==> src/rtl/button_debouncer.sv <==
// Push-button conditioner: two-flop synchroniser feeding a debounce FSM
// with stability and hold counters; emits level, edge and long-press pulses.
module button_debouncer #(
  parameter int unsigned          CNT_WIDTH    = 24,
  parameter logic [CNT_WIDTH-1:0] STABLE_COUNT = 24'd120000,
  parameter logic [CNT_WIDTH-1:0] LONG_COUNT   = 24'd12000000
) (
  input  logic clk,
  input  logic rst_btn,
  input  logic btn_in,
  output logic btn_level,
  output logic press_pulse,
  output logic release_pulse,
  output logic long_press
);

  typedef enum logic [1:0] {
    RELEASED      = 2'b00,
    PRESS_CHECK   = 2'b01,
    PRESSED       = 2'b11,
    RELEASE_CHECK = 2'b10
  } state_t;

  localparam logic [CNT_WIDTH-1:0] STAB_MAX = STABLE_COUNT - 1'b1;
  localparam logic [CNT_WIDTH-1:0] LONG_MAX = LONG_COUNT - 1'b1;

  logic sync1;
  logic sync2;
  logic pressed;

  state_t               state;
  state_t               state_n;
  logic [CNT_WIDTH-1:0] stab_cnt;
  logic [CNT_WIDTH-1:0] stab_n;
  logic [CNT_WIDTH-1:0] hold_cnt;
  logic [CNT_WIDTH-1:0] hold_n;
  logic                 long_done;
  logic                 done_n;
  logic                 level_n;
  logic                 press_n;
  logic                 rel_n;
  logic                 long_n;

  // Sync flops idle at 1 so a held button looks like a fresh press
  always_ff @(posedge clk or negedge rst_btn) begin
    if (!rst_btn) begin
      sync1 <= 1'b1;
      sync2 <= 1'b1;
    end else begin
      sync1 <= btn_in;
      sync2 <= sync1;
    end
  end

  assign pressed = ~sync2;

  always_ff @(posedge clk or negedge rst_btn) begin
    if (!rst_btn) begin
      state         <= RELEASED;
      stab_cnt      <= '0;
      hold_cnt      <= '0;
      long_done     <= 1'b0;
      btn_level     <= 1'b0;
      press_pulse   <= 1'b0;
      release_pulse <= 1'b0;
      long_press    <= 1'b0;
    end else begin
      state         <= state_n;
      stab_cnt      <= stab_n;
      hold_cnt      <= hold_n;
      long_done     <= done_n;
      btn_level     <= level_n;
      press_pulse   <= press_n;
      release_pulse <= rel_n;
      long_press    <= long_n;
    end
  end

  always_comb begin
    state_n = state;
    stab_n  = stab_cnt;
    hold_n  = hold_cnt;
    done_n  = long_done;
    level_n = btn_level;
    press_n = 1'b0;
    rel_n   = 1'b0;
    long_n  = 1'b0;
    unique case (state)
      RELEASED: begin
        stab_n = '0;
        if (pressed) begin
          state_n = PRESS_CHECK;
        end
      end
      PRESS_CHECK: begin
        if (!pressed) begin
          state_n = RELEASED;
          stab_n  = '0;
        end else if (stab_cnt == STAB_MAX) begin
          state_n = PRESSED;
          level_n = 1'b1;
          press_n = 1'b1;
          hold_n  = '0;
        end else begin
          stab_n = stab_cnt + 1'b1;
        end
      end
      PRESSED: begin
        // A release seen on the long-press cycle takes priority
        if (!pressed) begin
          state_n = RELEASE_CHECK;
          stab_n  = '0;
        end else if (hold_cnt == LONG_MAX) begin
          if (!long_done) begin
            long_n = 1'b1;
            done_n = 1'b1;
          end
        end else begin
          hold_n = hold_cnt + 1'b1;
        end
      end
      RELEASE_CHECK: begin
        if (pressed) begin
          state_n = PRESSED;
        end else if (stab_cnt == STAB_MAX) begin
          state_n = RELEASED;
          level_n = 1'b0;
          rel_n   = 1'b1;
          done_n  = 1'b0;
        end else begin
          stab_n = stab_cnt + 1'b1;
        end
      end
      default: begin
        state_n = RELEASED;
        stab_n  = '0;
        hold_n  = '0;
        done_n  = 1'b0;
        level_n = 1'b0;
      end
    endcase
  end

endmodule

==> config.mk <==
export PLATFORM = sky130hd
export DESIGN_NAME = button_debouncer
export DESIGN_NICKNAME = d
export VERILOG_FILES = /design/src/rtl/button_debouncer.sv
export SDC_FILE = /design/constraint.sdc
export NUM_CORES = 1
export LEC_CHECK = 0
export ABC_AREA = 1
export CAP_MARGIN = 20
export CORE_MARGIN = 4
export CORE_UTILIZATION = 55
export CTS_CLUSTER_DIAMETER = 50
export DETAILED_ROUTE_END_ITERATION = 12
export HOLD_SLACK_MARGIN = 0.15
export PLACE_DENSITY = 0.7
export SYNTH_ARGS = -nofsm -noshare
export SYNTH_HDL_FRONTEND = slang
export SYNTH_SLANG_ARGS = --single-unit
==> constraint.sdc <==
create_clock -name clk -period 2.7 [get_ports clk]
set_clock_uncertainty 0.2 [all_clocks]
set_input_delay 0.675 -clock clk [delete_from_list [all_inputs] [get_ports clk]]
set_output_delay 0.675 -clock clk [all_outputs]
set_load 0.01 [all_outputs]
==> results of run 1 <==
## cell usage in the layout (no fill, tap or decap), types with 5 or more instances in the layout
master                              n
sky130_fd_sc_hd__xor2_1             5
sky130_fd_sc_hd__nand2_1          152
sky130_fd_sc_hd__nor2_1            74
sky130_fd_sc_hd__nand4_1           10
sky130_fd_sc_hd__clkdlybuf4s50_1    5
sky130_fd_sc_hd__o21ai_2           23
sky130_fd_sc_hd__a21oi_1           17
sky130_fd_sc_hd__inv_2              5
sky130_fd_sc_hd__clkbuf_8           9
sky130_fd_sc_hd__inv_1             57
sky130_fd_sc_hd__ha_1               6
sky130_fd_sc_hd__nand2_2            5
sky130_fd_sc_hd__nor3_1             8
sky130_fd_sc_hd__nand3_1           44
sky130_fd_sc_hd__o21ai_0           13
sky130_fd_sc_hd__dfrtp_1           55
sky130_fd_sc_hd__or2_2             11
## critical path: cells and delay by family, from the launching register on
kind / cells / cell delay [ns]
simple gates: 6 / 0.80
buf+inv: 2 / 0.30
fa+ha+maj: 1 / 0.17
compound gates: 2 / 0.34
flops: 1 / 0.35
## kinds of logic after synthesis
kind of cell	count (synthesis)
buffers and inverters	74
adder cells (fa/ha/maj)	6
AO/OA/AOI/OAI	63
flip-flops	57
AND/OR/NAND/NOR	314
XOR/XNOR	5
## power by group
group | switching [uW] | total (uW) | internal (uW)
clock | 373 | 891 | 519
combinational | 505 | 723 | 218
sequential | 34.9 | 929 | 895
## metal layers
| layer | global-route usage, % | up-vias | wire [um] | share of wire [%] |
|---|---|---|---|---|
| met5 | 0 | - | 0 | 0 |
| met4 | 8.931 | 0 | 121 | 1.6 |
| met3 | 3.318 | 10 | 276 | 3.7 |
| met2 | 34.56 | 60 | 3514 | 47 |
| met1 | 28.26 | 1452 | 3601 | 48 |
| li1 | - | 1671 | - | - |
## per-stage QoR
stage          setup slack [ns]  instance area (um2)  util (%)  instances
6_report                 0.4258                 3995     62.56        612
5_1_grt                  0.1765                 3995     62.56        612
4_1_cts                  0.4141                 3995     62.56        612
3_5_place_dp             0.4187                 3766     58.97        595
3_3_place_gp             0.4797                 3766     58.97        595
2_1_floorplan            0.7573                 3636         -        519
## sequential cells by signal (all words and copies together) (netlist names)
name / count
sync1: 1
btn_level: 1
hold_cnt: 24
state: 2
long_done: 1
long_press: 1
stab_cnt: 24
sync2: 1
press_pulse: 1
release_pulse: 1
## final timing paths
path / slack [ns] / endpoint / cells after the start / start
min in group asynchronous: 0.67 / hold_cnt[1]$_DFFE_PN0P_ / 3 / rst_btn
max in group asynchronous: 1.33 / sync2$_DFF_PN1_ / 3 / rst_btn
hold reg to reg: 0.16 / sync2$_DFF_PN1_ / 0 / sync1$_DFF_PN1_
setup reg to reg: 0.43 / hold_cnt[23]$_DFFE_PN0P_ / 11 / stab_cnt[0]$_DFFE_PN0P_
setup / recovery: 0.43 / hold_cnt[23]$_DFFE_PN0P_ / 11 / stab_cnt[0]$_DFFE_PN0P_
hold / removal: 0.16 / sync2$_DFF_PN1_ / 0 / sync1$_DFF_PN1_
## area by class of cell
cell class	count	share of cell area, %
timing repair buffer	12	3.194
inverter	62	5.825
tap	77	2.412
multi-input combinational	388	47.32
sequential	57	35.77
clock inverter	7	2.380
clock buffer	9	3.101
==> impl_metrics.py, run 1 <==
metrics = {
    "floorplanning": {
        "boundaryPins": 7,
        "floorplan.initialDensity_pct": 56.94,
        "placementRows": 29,
        "floorplan.core_area_um2": 6386,
        "fp.dieArea_um2": 7975,
        "die-width_um": 89.31,
        "die_h_um": 89.31,
    },
    "timing": {
        "worst_slew_pin_slew_ns": 0.4333,
        "final_max_slew_viol_count": 0,
        "finalCriticalPeriod_ns": 2.274,
        "timing.final.crit_share_pct": 84.23,
        "fin_hold_ws_ns": 0.1592,
        "hold_viol_final": 0,
        "setup-tns-final_ns": 0,
        "setup_viol_count_final": 0,
        "timing.slew.headroom_pct": 71.03,
        "rsz0062_at_grt": "false",
        "achievable-frequency_mhz": 439.7,
    },
    "worst_setup_path": {
        "startpoint_kind_of_the_worst_setup_timing_path": "register",
        "path_cells": "ha_1 > nand2_1 > inv_1 > nand2_1 > nor2_1 > nand3_1 > o21ai_2 > nand2_2 > buf_12 > nand2_1 > o21ai_2",
        "path_common_cell": "sky130_fd_sc_hd__nand2_1",
        "worstSetupEndpointType": "register",
        "criticalPathCategory": "register to register",
        "arrival_ns": 2.30,
        "worst-path-max-fanout": 47,
        "max_stage_delay_ns": 0.35,
        "worstPathRequired_ns": 2.73,
        "critical_path.slowest_cell": "sky130_fd_sc_hd__dfrtp_1",
    },
    "synthesis": {
        "mappedNetlistArea_um2": 3636,
        "synthArstFlopShare_pct": 100.0,
        "post-synth-top-count-cell": "sky130_fd_sc_hd__nand2_1",
        "netlist.area_leader.share_pct": 37.85,
        "synth-compound-area-share_pct": 11.63,
        "yosys.area_share.adder_pct": 2.065,
        "edff_count_synth": 0,
        "xor_and_xnor_fraction_of_the_mapped_netlist_area_pct": 1.204,
        "synth_commonest_cells": "152 x sky130_fd_sc_hd__nand2_1, 74 x sky130_fd_sc_hd__nor2_1, 57 x sky130_fd_sc_hd__inv_1, 55 x sky130_fd_sc_hd__dfrtp_1, 44 x sky130_fd_sc_hd__nand3_1",
        "warning_count_from_the_yosys_run": 0,
        "synthesis.area_per_instance_um2": 7.006,
        "post_synth_inst_count": 519,
        "ys_ff_latch": 57,
        "muxShareOfSynthArea_pct": 0,
        "postSynthNetCount": 528,
        "synth-simple-area-share_pct": 37.10,
        "synthFlopType": "sky130_fd_sc_hd__dfrtp_1",
        "leading_post_synthesis_cells_by_cell_area": "sky130_fd_sc_hd__dfrtp_1 38%, sky130_fd_sc_hd__nand2_1 16%, sky130_fd_sc_hd__nor2_1 7.6%, sky130_fd_sc_hd__nand3_1 6.1%, sky130_fd_sc_hd__inv_1 5.9%",
        "yosys.cell_types.count": 31,
        "combinational_family_with_the_most_area_after_synthesis": "simple AND/OR/NAND/NOR gates",
        "synth_area_leader_cell": "sky130_fd_sc_hd__dfrtp_1",
        "yosysSeqAreaShare_pct": 39.30,
    },
    "global_routing": {
        "grt_pass1_vias": 2965,
        "global_route_wire_length_before_repair_mm": 13.19,
        "grt_util_all_layers_pct": 21.27,
        "initial_antenna_violation_count": 0,
        "grt_start_max_net_pins": 58,
        "globalRouteOverflowTotal": 0,
    },
    "layout": {
        "register_area_um2": 1429,
        "layout-drive-gt1-share_pct": 14.02,
        "design.final.nets": 539,
        "multiInputGateArea_um2": 1891,
        "diodes": 0,
        "filler_cell_count": 587,
        "area_growth_syn_to_layout_pct": 9.876,
    },
    "placed_design": {
        "place_hpwl_mm": 5.407,
        "gp_congestion": 0.9059,
        "port_buffers": 6,
    },
    "drt": {
        "drt-pass1-iter-count": 4,
        "drt_drc_violations_left": 0,
        "vias": 3193,
        "post_drt_wl_per_cell_um": 12.28,
        "number_of_nets_with_antenna_violations_after_routing": 0,
        "drt_iter0_markers": 193,
        "drt_wl_total_mm": 7.513,
        "vias_per_cell": 5.217,
    },
    "pwr": {
        "power_leakage_uw": 0.001732,
        "ir_drop_mv": 0.4755,
        "cellPowerDensity_nw_per_um2": 636.8,
        "design_power_total_uw": 2544,
    },
    "clock_tree": {
        "cts-hold-fix-buffers": 1,
        "cts_num_sinks": 57,
        "worstSkewPairLatency_ns": 0.34,
        "clk_pin_slew_ns": 0.07,
        "tritoncts.num_buffers": 9,
        "cts_tree": "yes",
        "clock_path_buffers": 2,
        "cts-root-buf": "sky130_fd_sc_hd__clkbuf_8",
        "post-cts-setup-buffers": 0,
        "cts.htree.levels": 3,
        "cts.repair.resized": 0,
    },
    "run": {
        "maxCapViolCount": 0,
    },
    "min_path": {
        "min_path_type": "register to register",
    },
    "status": {
        "outcome": "completed",
    },
}
Note: power is estimated with default switching activity, not from simulation.
==> run 2, diff against run 1 <==
clock period = 2.1 ns   (was 2.7 ns; I/O delays follow)
==> impl_metrics.py, run 2 (synthesis results as in run 1) <==
metrics = {
    "status": {
        "outcome": "completed",
    },
    "drt": {
        "post_drt_wl_per_cell_um": 12.66,
        "drt_iter0_markers": 155,
        "vias_per_cell": 5.259,
        "drt_wl_total_mm": 8.052,
        "vias": 3345,
        "drt_drc_violations_left": 0,
        "number_of_nets_with_antenna_violations_after_routing": 0,
        "drt-pass1-iter-count": 4,
    },
    "run": {
        "maxCapViolCount": 0,
    },
    "clock_tree": {
        "clk_pin_slew_ns": 0.06,
        "worstSkewPairLatency_ns": 0.34,
        "cts_tree": "yes",
        "clock_path_buffers": 2,
        "cts-root-buf": "sky130_fd_sc_hd__clkbuf_8",
        "cts_num_sinks": 57,
        "cts.htree.levels": 3,
        "tritoncts.num_buffers": 9,
    },
    "min_path": {
        "whs_endpoint": "sync2$_DFF_PN1_",
        "min-delay-start": "sync1$_DFF_PN1_",
        "timing.hold.worst_path_depth": 0,
        "min_path_type": "register to register",
    },
    "pwr": {
        "power.clock.fraction_pct": 33.8,
        "design_power_total_uw": 3517,
        "seq_power_share_pct": 33.7,
        "ir_drop_mv": 0.9651,
        "p_sw_share_pct": 34.47,
        "power_report.internal_total_uw": 2305,
        "power.net_switching_uw": 1212,
        "power_leakage_uw": 0.001862,
        "combPwrFrac_pct": 32.5,
        "cellPowerDensity_nw_per_um2": 825.6,
    },
    "global_routing": {
        "grt_util_all_layers_pct": 21.78,
        "grt_start_max_net_pins": 29,
        "global_route_wire_length_before_repair_mm": 13.46,
        "initial_antenna_violation_count": 0,
        "globalRouteOverflowTotal": 0,
        "grt_pass1_vias": 3048,
    },
    "floorplanning": {
        "placementRows": 29,
        "die-width_um": 89.31,
        "floorplan.initialDensity_pct": 56.94,
        "floorplan.core_area_um2": 6386,
        "boundaryPins": 7,
        "die_h_um": 89.31,
        "fp.dieArea_um2": 7975,
    },
    "timing": {
        "timing.final.crit_share_pct": 96.12,
        "timing.final.ws_setup_ns": 0.08138,
        "hold_viol_final": 0,
        "achievable-frequency_mhz": 495.4,
        "finalCriticalPeriod_ns": 2.019,
        "final_max_slew_viol_count": 0,
        "worst_slew_pin_slew_ns": 0.5237,
        "setup_viol_count_final": 0,
        "timing.slew.headroom_pct": 65.09,
    },
    "placed_design": {
        "place_hpwl_mm": 5.834,
        "preCtsSetupSlack_ns": 0.02757,
        "placed_cells": 613,
        "gp_congestion": 0.8908,
        "placed_cell_area_um2": 3914,
        "port_buffers": 6,
    },
    "worst_setup_path": {
        "arrival_ns": 2.09,
        "r2r_start": "state[0]$_DFFE_PN0P_",
        "worst-path-max-fanout": 5,
        "critical_path.slowest_cell": "sky130_fd_sc_hd__dfrtp_1",
        "path_cells": "buf_4 > ha_1 > o21ai_2 > buf_6 > nand3_2 > nor2_4 > nand2_2 > o21bai_1 > inv_1 > nor2_1",
        "startpoint_kind_of_the_worst_setup_timing_path": "register",
        "path_buf_inv": 3,
        "worstPathRequired_ns": 2.17,
        "max_stage_delay_ns": 0.41,
        "crit-reg2reg-capture": "stab_cnt[13]$_DFFE_PN0P_",
        "criticalPathCategory": "register to register",
        "worst-r2r-setup-slack_ns": 0.08,
        "worstRegToRegCells": 10,
        "worstSetupEndpointType": "register",
        "critical_path.top_delay_family": "simple AND/OR/NAND/NOR gates",
    },
    "layout": {
        "non_filler_instance_count_after_layout": 636,
        "design.final.nets": 563,
        "diodes": 0,
        "final_non_filler_cell_area_um2": 4260,
        "layout-drive-gt1-share_pct": 19.68,
        "final_core_util_pct": 66.71,
        "reg_top3": "hold_cnt x24, stab_cnt x24, state x2",
        "final_common_cell": "sky130_fd_sc_hd__nand2_1",
        "mostFrequentLayoutCells": "150 x sky130_fd_sc_hd__nand2_1, 72 x sky130_fd_sc_hd__nor2_1, 57 x sky130_fd_sc_hd__inv_1",
        "area_growth_syn_to_layout_pct": 17.17,
    },
}
-- run 2: cell types whose count changed in the layout (fill, tap and decap cells not counted), moves of 2 or more --
cell and change:
sky130_fd_sc_hd__a21oi_1 -2, sky130_fd_sc_hd__a21oi_2 +2, sky130_fd_sc_hd__buf_4 +20, sky130_fd_sc_hd__buf_6 +2, sky130_fd_sc_hd__clkbuf_8 +2, sky130_fd_sc_hd__clkinv_4 -2
sky130_fd_sc_hd__nand2_1 -2, sky130_fd_sc_hd__nand2_2 +2, sky130_fd_sc_hd__nand3_1 -3, sky130_fd_sc_hd__nand3_2 +3, sky130_fd_sc_hd__nor2_1 -2, sky130_fd_sc_hd__nor2_4 +3
-- run 2: layout make-up --
cell class | instances | area (um2)
Clock inverter | 5 | 77.57
Multi-Input combinational cell | 388 | 1946
Timing Repair Buffer | 36 | 325.3
Sequential cell | 57 | 1429
Tap cell | 77 | 96.34
Inverter | 62 | 235.2
Clock buffer | 11 | 151.4
Fill cell | 537 | 2126
-- run 2: how the worst max path moves through the flow --
stage                         startpoint                  endpoint  depth (start not counted)
floorplan           state[0]$_DFFE_PN0P_  stab_cnt[13]$_DFFE_PN0P_                          9
global placement    state[0]$_DFFE_PN0P_  stab_cnt[23]$_DFFE_PN0P_                          9
detailed placement  state[0]$_DFFE_PN0P_  stab_cnt[13]$_DFFE_PN0P_                         10
CTS                 state[0]$_DFFE_PN0P_  stab_cnt[13]$_DFFE_PN0P_                         10
global route        state[0]$_DFFE_PN0P_  stab_cnt[13]$_DFFE_PN0P_                         10
finish              state[0]$_DFFE_PN0P_  stab_cnt[13]$_DFFE_PN0P_                         10
-- run 2: through the flow --
stage | hold WS (ns) | TNS (ns)
floorplan | 0.02941 | 0
global placement | 0.1492 | 0
detailed placement | 0.1488 | 0
CTS | 0.1578 | 0
global route | 0.1600 | -0.1515
finish | 0.1578 | 0
-- run 2: power groups by stage --
stage	sequential, uW	clock (uW)	combinational (uW)
after floorplan	1200	0	795
after global placement	1200	0	1030
after detailed placement	1210	0	1040
after CTS	1190	1200	1060
after global routing	1190	1280	1270
final	1180	1190	1140
-- run 2: layer usage --
layer | vias up | track usage (%) | share of wire, %
li1 | 1719 | - | -
met3 | 18 | 4.055 | 2.8
met2 | 63 | 36.97 | 49
met4 | 0 | 8.931 | 2.1
met5 | - | 0 | 0
met1 | 1545 | 27.24 | 46
-- run 2: repair_timing --
action | in CTS | in global routing
buffers inserted | 0 | 5
endpoints found under the hold margin | 16 | 0
gates resized for setup | 1 | 17
cloned | 0 | 1
hold buffers | 1 | 0
setup endpoints to repair | 1 | 25
pin swaps | 0 | 4
==> run 3, diff against run 2 <==
TNS_END_PERCENT = 30   (was default)
==> impl_metrics.py, run 3 (synthesis results as in run 1) <==
metrics = {
    "clock_tree": {
        "worstSkewPairLatency_ns": 0.34,
        "cts_num_sinks": 57,
        "cts_tree": "yes",
        "tritoncts.num_buffers": 9,
        "cts-root-buf": "sky130_fd_sc_hd__clkbuf_8",
        "cts.htree.levels": 3,
        "clk_pin_slew_ns": 0.06,
        "clock_path_buffers": 2,
    },
    "global_routing": {
        "initial_antenna_violation_count": 0,
        "globalRouteOverflowTotal": 0,
        "grt_start_max_net_pins": 29,
        "grt_util_all_layers_pct": 21.78,
        "grt_pass1_vias": 3048,
        "global_route_wire_length_before_repair_mm": 13.46,
    },
    "timing": {
        "timing.slew.headroom_pct": 65.20,
        "setup-tns-final_ns": 0,
        "worst_slew_pin_slew_ns": 0.5220,
        "hold_viol_final": 0,
        "final_max_slew_viol_count": 0,
        "rsz0062_at_grt": "true",
        "finalCriticalPeriod_ns": 1.986,
        "timing.final.crit_share_pct": 94.56,
        "achievable-frequency_mhz": 503.6,
        "setup_viol_count_final": 0,
    },
    "worst_setup_path": {
        "worstSetupEndpointType": "register",
        "critical_path_cell_count": 10,
        "worst-r2r-setup-slack_ns": 0.11,
        "startpoint_kind_of_the_worst_setup_timing_path": "register",
        "r2r_start": "state[0]$_DFFE_PN0P_",
        "worstRegToRegCells": 10,
        "worst-path-max-fanout": 11,
        "arrival_ns": 2.05,
        "worst_setup_path_startpoint": "state[0]$_DFFE_PN0P_",
        "path_buf_inv": 3,
        "path_cells": "inv_1 > ha_2 > o21ai_2 > buf_4 > nand3_1 > nor2_2 > nand2_1 > o21bai_1 > inv_1 > nor2_1",
        "criticalPathCategory": "register to register",
        "worstPathRequired_ns": 2.17,
        "critical_path.top_delay_family": "simple AND/OR/NAND/NOR gates",
        "path_common_cell": "sky130_fd_sc_hd__inv_1",
        "critical_path.slowest_cell": "sky130_fd_sc_hd__dfrtp_1",
        "max_stage_delay_ns": 0.40,
    },
    "min_path": {
        "min_path_type": "register to register",
        "timing.hold.worst_path_depth": 0,
        "min-delay-start": "sync1$_DFF_PN1_",
    },
    "placed_design": {
        "gp_congestion": 0.8908,
        "placed_cells": 613,
        "placed_cell_area_um2": 3914,
        "place_hpwl_mm": 5.834,
        "port_buffers": 6,
    },
    "layout": {
        "final_common_cell": "sky130_fd_sc_hd__nand2_1",
        "non_filler_instance_count_after_layout": 630,
        "layout-drive-gt1-share_pct": 18.26,
        "final_non_filler_cell_area_um2": 4198,
        "area_growth_syn_to_layout_pct": 15.45,
        "design.final.nets": 557,
        "mostFrequentLayoutCells": "151 x sky130_fd_sc_hd__nand2_1, 72 x sky130_fd_sc_hd__nor2_1, 57 x sky130_fd_sc_hd__inv_1",
        "reg_top3": "hold_cnt x24, stab_cnt x24, state x2",
        "diodes": 0,
        "filler_cell_count": 552,
    },
    "floorplanning": {
        "boundaryPins": 7,
        "die-width_um": 89.31,
        "placementRows": 29,
        "die_h_um": 89.31,
        "floorplan.core_area_um2": 6386,
        "fp.dieArea_um2": 7975,
        "floorplan.initialDensity_pct": 56.94,
    },
    "pwr": {
        "combPwrFrac_pct": 31.2,
        "power.net_switching_uw": 1188,
        "power_report.internal_total_uw": 2255,
        "cellPowerDensity_nw_per_um2": 820.1,
        "power_leakage_uw": 0.001834,
        "ir_drop_mv": 0.9078,
        "seq_power_share_pct": 34.4,
        "p_sw_share_pct": 34.51,
        "design_power_total_uw": 3443,
        "power.clock.fraction_pct": 34.4,
    },
    "drt": {
        "drt_drc_violations_left": 0,
        "vias_per_cell": 5.260,
        "drt_iter0_markers": 139,
        "vias": 3314,
        "drt_wl_total_mm": 7.937,
        "post_drt_wl_per_cell_um": 12.60,
        "drt-pass1-iter-count": 4,
        "number_of_nets_with_antenna_violations_after_routing": 0,
    },
    "run": {
        "maxCapViolCount": 0,
    },
    "status": {
        "outcome": "completed",
    },
}
## run 3: changes by cell type in the layout (fill, tap and decap cells not counted), sizes merged
| cell | delta |
|---|---|
| buf | -6 |
## run 3: what timing repair did
action / CTS / global route
setup buffers: 0 / 0
endpoints found under the hold margin: 16 / 0
hold buffers: 1 / 0
resized for setup: 1 / 12
setup endpoints to repair: 1 / 25
## run 3: layer usage
layer / track usage (%) / share of wire (%)
met1: 27.24 / 46
met2: 36.97 / 49
met3: 4.055 / 3.2
met4: 8.931 / 1.9
met5: 0 / 0
## run 3: worst paths after layout
check                                                 to
worst max-delay path            stab_cnt[13]$_DFFE_PN0P_
worst min-delay path                     sync2$_DFF_PN1_
min in group asynchronous       stab_cnt[14]$_DFFE_PN0P_
max in group asynchronous       hold_cnt[23]$_DFFE_PN0P_
worst max register to register  stab_cnt[13]$_DFFE_PN0P_
worst min register to register           sync2$_DFF_PN1_
## run 3: power groups by stage
stage | Clock [uW] | Sequential [uW] | Combinational, uW
floorplan | 0 | 1200 | 795
global placement | 0 | 1200 | 1030
detailed placement | 0 | 1210 | 1040
CTS | 1200 | 1190 | 1060
global route | 1280 | 1190 | 1200
finish | 1180 | 1190 | 1070
## run 3: metrics by stage
stage	hold slack (ns)	setup slack [ns]	utilization [%]
3_5_place_dp	0.1488	0.02757	61.29
3_3_place_gp	0.1492	0.1554	61.29
5_1_grt	0.1600	-0.01795	65.73
2_1_floorplan	0.02941	0.1573	-
6_report	0.1578	0.1143	65.73
4_1_cts	0.1578	0.05078	65.07
## run 3: cell type report
type / instances / area, um2 / area share, %
multi-input combinational: 388 / 1929 / 45.96
sequential: 57 / 1429 / 34.04
timing repair buffer: 30 / 279.0 / 6.647
inverter: 62 / 235.2 / 5.604
clock buffer: 11 / 151.4 / 3.607
tap: 77 / 96.34 / 2.295
clock inverter: 5 / 77.57 / 1.848
